`src/rtl/branch_ctrl.sv`:
```
`default_nettype none
// +----------------------------------------------------------------------------+
// | branch_ctrl: jump/branch/call/return decoder with return-address stack,    |
// | registered one-cycle PC load pulse and wrong-path flush.   Rev 1.0         |
// +----------------------------------------------------------------------------+
module branch_ctrl #(
  parameter int ADDR_W = 8,
  parameter int DEPTH  = 4
) (
  input  logic                     clk,
  input  logic                     reset_n,
  input  logic                     instr_valid,
  input  logic [2:0]               op,
  input  logic [ADDR_W-1:0]        target,
  input  logic [ADDR_W-1:0]        instr_pc,
  input  logic                     zero_flag,
  output logic                     load,
  output logic [ADDR_W-1:0]        new_addr,
  output logic                     flush,
  output logic [$clog2(DEPTH):0]   sp,
  output logic                     stack_full,
  output logic                     stack_empty,
  output logic                     err_ovf,
  output logic                     err_unf
);

  localparam int PTR_W = $clog2(DEPTH);
  localparam int SP_W  = PTR_W + 1;

  localparam logic [2:0] OP_JMP  = 3'd1;
  localparam logic [2:0] OP_JZ   = 3'd2;
  localparam logic [2:0] OP_JNZ  = 3'd3;
  localparam logic [2:0] OP_CALL = 3'd4;
  localparam logic [2:0] OP_RET  = 3'd5;

  logic [ADDR_W-1:0] stack_mem [DEPTH];

  logic              accept;
  logic              taken;
  logic              push;
  logic              pop;
  logic              ovf_evt;
  logic              unf_evt;
  logic [ADDR_W-1:0] next_addr;
  logic [PTR_W-1:0]  push_idx;
  logic [PTR_W-1:0]  pop_idx;

  assign stack_full  = (sp == SP_W'(DEPTH));
  assign stack_empty = (sp == '0);
  assign flush       = load;

  // Low pointer bits suffice: push only happens below DEPTH, and sp==DEPTH wraps to the last slot.
  assign push_idx = sp[PTR_W-1:0];
  assign pop_idx  = sp[PTR_W-1:0] - PTR_W'(1);

  // The shadow cycle (load high) blocks acceptance, so loads can never be back-to-back.
  assign accept = instr_valid && !load;

  always_comb begin
    taken     = 1'b0;
    push      = 1'b0;
    pop       = 1'b0;
    ovf_evt   = 1'b0;
    unf_evt   = 1'b0;
    next_addr = target;
    if (accept) begin
      case (op)
        OP_JMP: taken = 1'b1;
        OP_JZ:  taken = zero_flag;
        OP_JNZ: taken = !zero_flag;
        OP_CALL: begin
          if (stack_full) begin
            ovf_evt = 1'b1;
          end else begin
            push  = 1'b1;
            taken = 1'b1;
          end
        end
        OP_RET: begin
          if (stack_empty) begin
            unf_evt = 1'b1;
          end else begin
            pop       = 1'b1;
            taken     = 1'b1;
            next_addr = stack_mem[pop_idx];
          end
        end
        default: taken = 1'b0;
      endcase
    end
  end

  always_ff @(posedge clk or negedge reset_n) begin
    if (!reset_n) begin
      load     <= 1'b0;
      new_addr <= '0;
      sp       <= '0;
      err_ovf  <= 1'b0;
      err_unf  <= 1'b0;
    end else begin
      load <= taken;
      if (taken) begin
        new_addr <= next_addr;
      end
      if (push) begin
        sp <= sp + SP_W'(1);
      end else if (pop) begin
        sp <= sp - SP_W'(1);
      end
      if (ovf_evt) begin
        err_ovf <= 1'b1;
      end
      if (unf_evt) begin
        err_unf <= 1'b1;
      end
    end
  end

  // Stack contents are don't-care after reset, so the storage carries no reset.
  always_ff @(posedge clk) begin
    if (push) begin
      stack_mem[push_idx] <= instr_pc + ADDR_W'(1);
    end
  end

endmodule
`default_nettype wire

```
`config.mk`:
```
export PLATFORM = sky130hd
export DESIGN_NAME = branch_ctrl
export DESIGN_NICKNAME = d
export VERILOG_FILES = /design/src/rtl/branch_ctrl.sv
export SDC_FILE = /design/constraint.sdc
export NUM_CORES = 1
export LEC_CHECK = 0
export CELL_PAD_IN_SITES_DETAIL_PLACEMENT = 0
export CELL_PAD_IN_SITES_GLOBAL_PLACEMENT = 1
export CORE_MARGIN = 4
export CORE_UTILIZATION = 45
export CTS_CLUSTER_SIZE = 24
export DETAILED_ROUTE_END_ITERATION = 10
export PLACE_DENSITY = 0.87
export SLEW_MARGIN = 40
export SYNTH_ARGS = -nofsm -noshare
export SYNTH_HDL_FRONTEND = slang
export SYNTH_SLANG_ARGS = --single-unit
```
`constraint.sdc`:
```
create_clock -name clk -period 3.5 [get_ports clk]
set_input_delay 1.05 -clock clk [delete_from_list [all_inputs] [get_ports clk]]
set_output_delay 1.05 -clock clk [all_outputs]
set_load 0.01 [all_outputs]
```
==> flow_summary.json <==
{
  "hpwl_um": 2873,
  "ir_worst_vdd_v": 0.0002817,
  "cts-htree-levels": 2,
  "first_iter_violations": 39,
  "core_um2": 4504,
  "grt_pass1_vias": 1292,
  "grt_setup_unrepaired": "no",
  "cts_tree": "done",
  "yosys.area_share.adder": 0.03470,
  "syn_nets": 165,
  "antenna_found_initial": 0,
  "cpMostUsedCell": "inv_1",
  "synth_area_per_cell_um2": 15.91,
  "clk_pin_slew_worst_paths_ps": 90,
  "slew_headroom": 0.5985,
  "drc": 0,
  "cts_num_sinks": 46,
  "path_delay_family": "buffers and inverters",
  "cts-resized-gates": 0,
  "fin_crit_sh": 0.8182,
  "yosys.area_share.simple": 0.06940,
  "p_per_area_nw_per_um2": 613.3,
  "grt_max_degree": 18,
  "start_kind": "flop",
  "synth_top_area_cell": "edfxtp_1",
  "tightest_slew_ps": 600.4,
  "cts_buffers": 5,
  "drtPass1Iterations": 4,
  "fin_ws_ps": 636.3,
  "viasPerCell": 5.303,
  "status": "complete, no violations",
  "synth_mux_area_frac": 0.1255,
  "gp_congestion": 0.7958,
  "synth.yosys.warnings": 0,
  "syn-cell-area_um2": 2163,
  "grt_pass1_wl_um": 6210,
  "fmax_mhz": 349.2,
  "path_buf_inv": 3,
  "wl_um": 3649,
  "clock-root-buffer": "clkbuf_8",
  "netlist.area_leader.share": 0.4442,
  "synth-seq-cells": 46,
  "clk_latency_ps": 300,
  "worstPathMaxFanout": 7,
  "synthXorXnorAreaFrac": 0.03644,
  "synth_area_leaders": "edfxtp_1 44%, dfrtp_1 16%, mux4_2 8.3%",
  "portBuffers": 39,
  "fp-row-count": 24,
  "hold_class": "flop to flop",
  "synth_top_family_by_area": "multiplexers",
  "die_w_um": 77.34,
  "dieHeight_um": 77.34,
  "fillers": 340,
  "drive_above_1_share": 0.1788,
  "maxSlewViolCount": 0,
  "slowest_delay_ps": 540,
  "syn_to_final_growth_pct": 23.77,
  "path_cells": "inv_1, ha_1, nand2_1, inv_1, clkdlybuf4s50_1",
  "fin_nets": 207,
  "critPathRequiredTime_ps": 2450,
  "multi_input_area_um2": 764.5,
  "grt_overflow": 0,
  "period_needed_ps": 2864,
  "seq_area_frac_synth": 0.6061,
  "syn_inst": 136,
  "antenna_left": 0,
  "synth.distinct_cells": 36,
  "setup_violations": 0,
  "slowest_stage": "clkdlybuf4s50_1",
  "critPathArrivalTime_ps": 1810,
  "avgRoutedWirePerCell_um": 15.80,
  "regArea_um2": 1311,
  "finalHoldViolCount": 0,
  "power.total_uw": 1642,
  "finalSetupTns_ps": 0,
  "fin_skew_ps": 6.604,
  "synth_compound_area_frac": 0.08733,
  "p_leak_uw": 0.001023,
  "layout_commonest_cell": "clkdlybuf4s50_1",
  "ioPinCount": 40,
  "post-cts-setup-buffer-count": 0,
  "critPathCaptureType": "output port",
  "critical_path_class": "flop to output port",
  "cap_violations": 0,
  "final_cell_mix": "39 x clkdlybuf4s50_1, 32 x edfxtp_1, 14 x dfrtp_1",
  "die-area_um2": 5981,
  "diodes": 0,
  "vias": 1225,
  "cts_hold_buf": 0,
  "cts.path.max_buffers": 2,
  "preCtsSetupSlack_ps": 343.6,
  "start_util": 0.4803,
  "grt_use_total": 0.1338
}
==> per-stage QoR <==
stage | hold WS (ps) | cells | util | instance area, um2
floorplan | 502.5 | 136 | - | 2163
global placement | 451.4 | 223 | 0.5728 | 2580
detailed placement | 454.2 | 223 | 0.5728 | 2580
CTS | 474.2 | 231 | 0.5944 | 2678
global route | 503.1 | 231 | 0.5944 | 2678
finish | 468.3 | 231 | 0.5944 | 2678
==> area by class of cell <==
class	count	share of cell area
Sequential cell	46	0.4897
Timing Repair Buffer	42	0.1542
Clock inverter	3	0.01075
Clock buffer	5	0.02570
Inverter	7	0.009813
Tap cell	52	0.02430
Multi-Input combinational cell	76	0.2855
==> cell families (layout without fill, tap and decap cells) <==
| logic type | after synthesis | after routing |
|---|---|---|
| AO/OA/AOI/OAI | 22 | 22 |
| multiplexers | 17 | 17 |
| adder cells (fa/ha/maj) | 6 | 6 |
| XOR/XNOR | 9 | 9 |
| flip-flops | 46 | 46 |
| AND/OR/NAND/NOR | 22 | 22 |
| buffers and inverters | 14 | 57 |
==> cells in the mapped netlist <==
library cell	count
buf_4	1
nor3_2	1
ha_1	6
xor2_1	3
nor2_1	1
a21oi_2	8
nand4_1	1
mux4_2	8
and4bb_1	1
o2bb2ai_1	1
a211o_1	1
nand2_1	3
nand2b_1	2
a311oi_4	1
and2_1	3
xnor2_1	6
buf_6	4
a31o_1	1
edfxtp_1	32
a31oi_1	8
o31ai_1	1
mux2i_1	8
and4_1	1
nand3_1	3
o21ai_2	1
and3_4	1
mux2_1	1
inv_2	1
dfrtp_1	14
nor3_1	1
inv_1	6
and3b_1	2
or2_1	1
buf_2	1
buf_1	1
nand4bb_1	1
==> path summary, 6_finish.rpt <==
kind,from,end,slack [ps],cells after the start
worst max-delay path,sp[1]$_DFFE_PN0P_,stack_full,640,5
worst min-delay path,err_unf$_DFFE_PN0P_,err_unf$_DFFE_PN0P_,470,1
worst max register to register,sp[1]$_DFFE_PN0P_,sp[2]$_DFFE_PN0P_,1280,10
worst min register to register,err_unf$_DFFE_PN0P_,err_unf$_DFFE_PN0P_,470,1
max in group asynchronous,reset_n,flush$_DFF_PN0_,1990,1
min in group asynchronous,reset_n,new_addr[4]$_DFFE_PN0P_,1120,1
==> metal layers <==
metal	track usage	wire length, um	vias up
met4	0.04270	30	0
met5	0	0	-
met3	0.04745	241	4
li1	-	-	600
met2	0.2280	1806	43
met1	0.1589	1571	578
==> registers in the layout, indices dropped and copies added (netlist names) <==
register	cells
err_ovf	1
err_unf	1
flush	1
new_addr	8
sp	3
stack_mem	32
==> power breakdown <==
part / total [uW] / leakage (uW) / switching [uW] / internal (uW)
registers: 696 / 0.000445 / 44.3 / 652
logic: 612 / 0.000527 / 270 / 343
clock network: 334 / 0.0000506 / 185 / 149
Note: power is estimated with default switching activity, not from simulation.
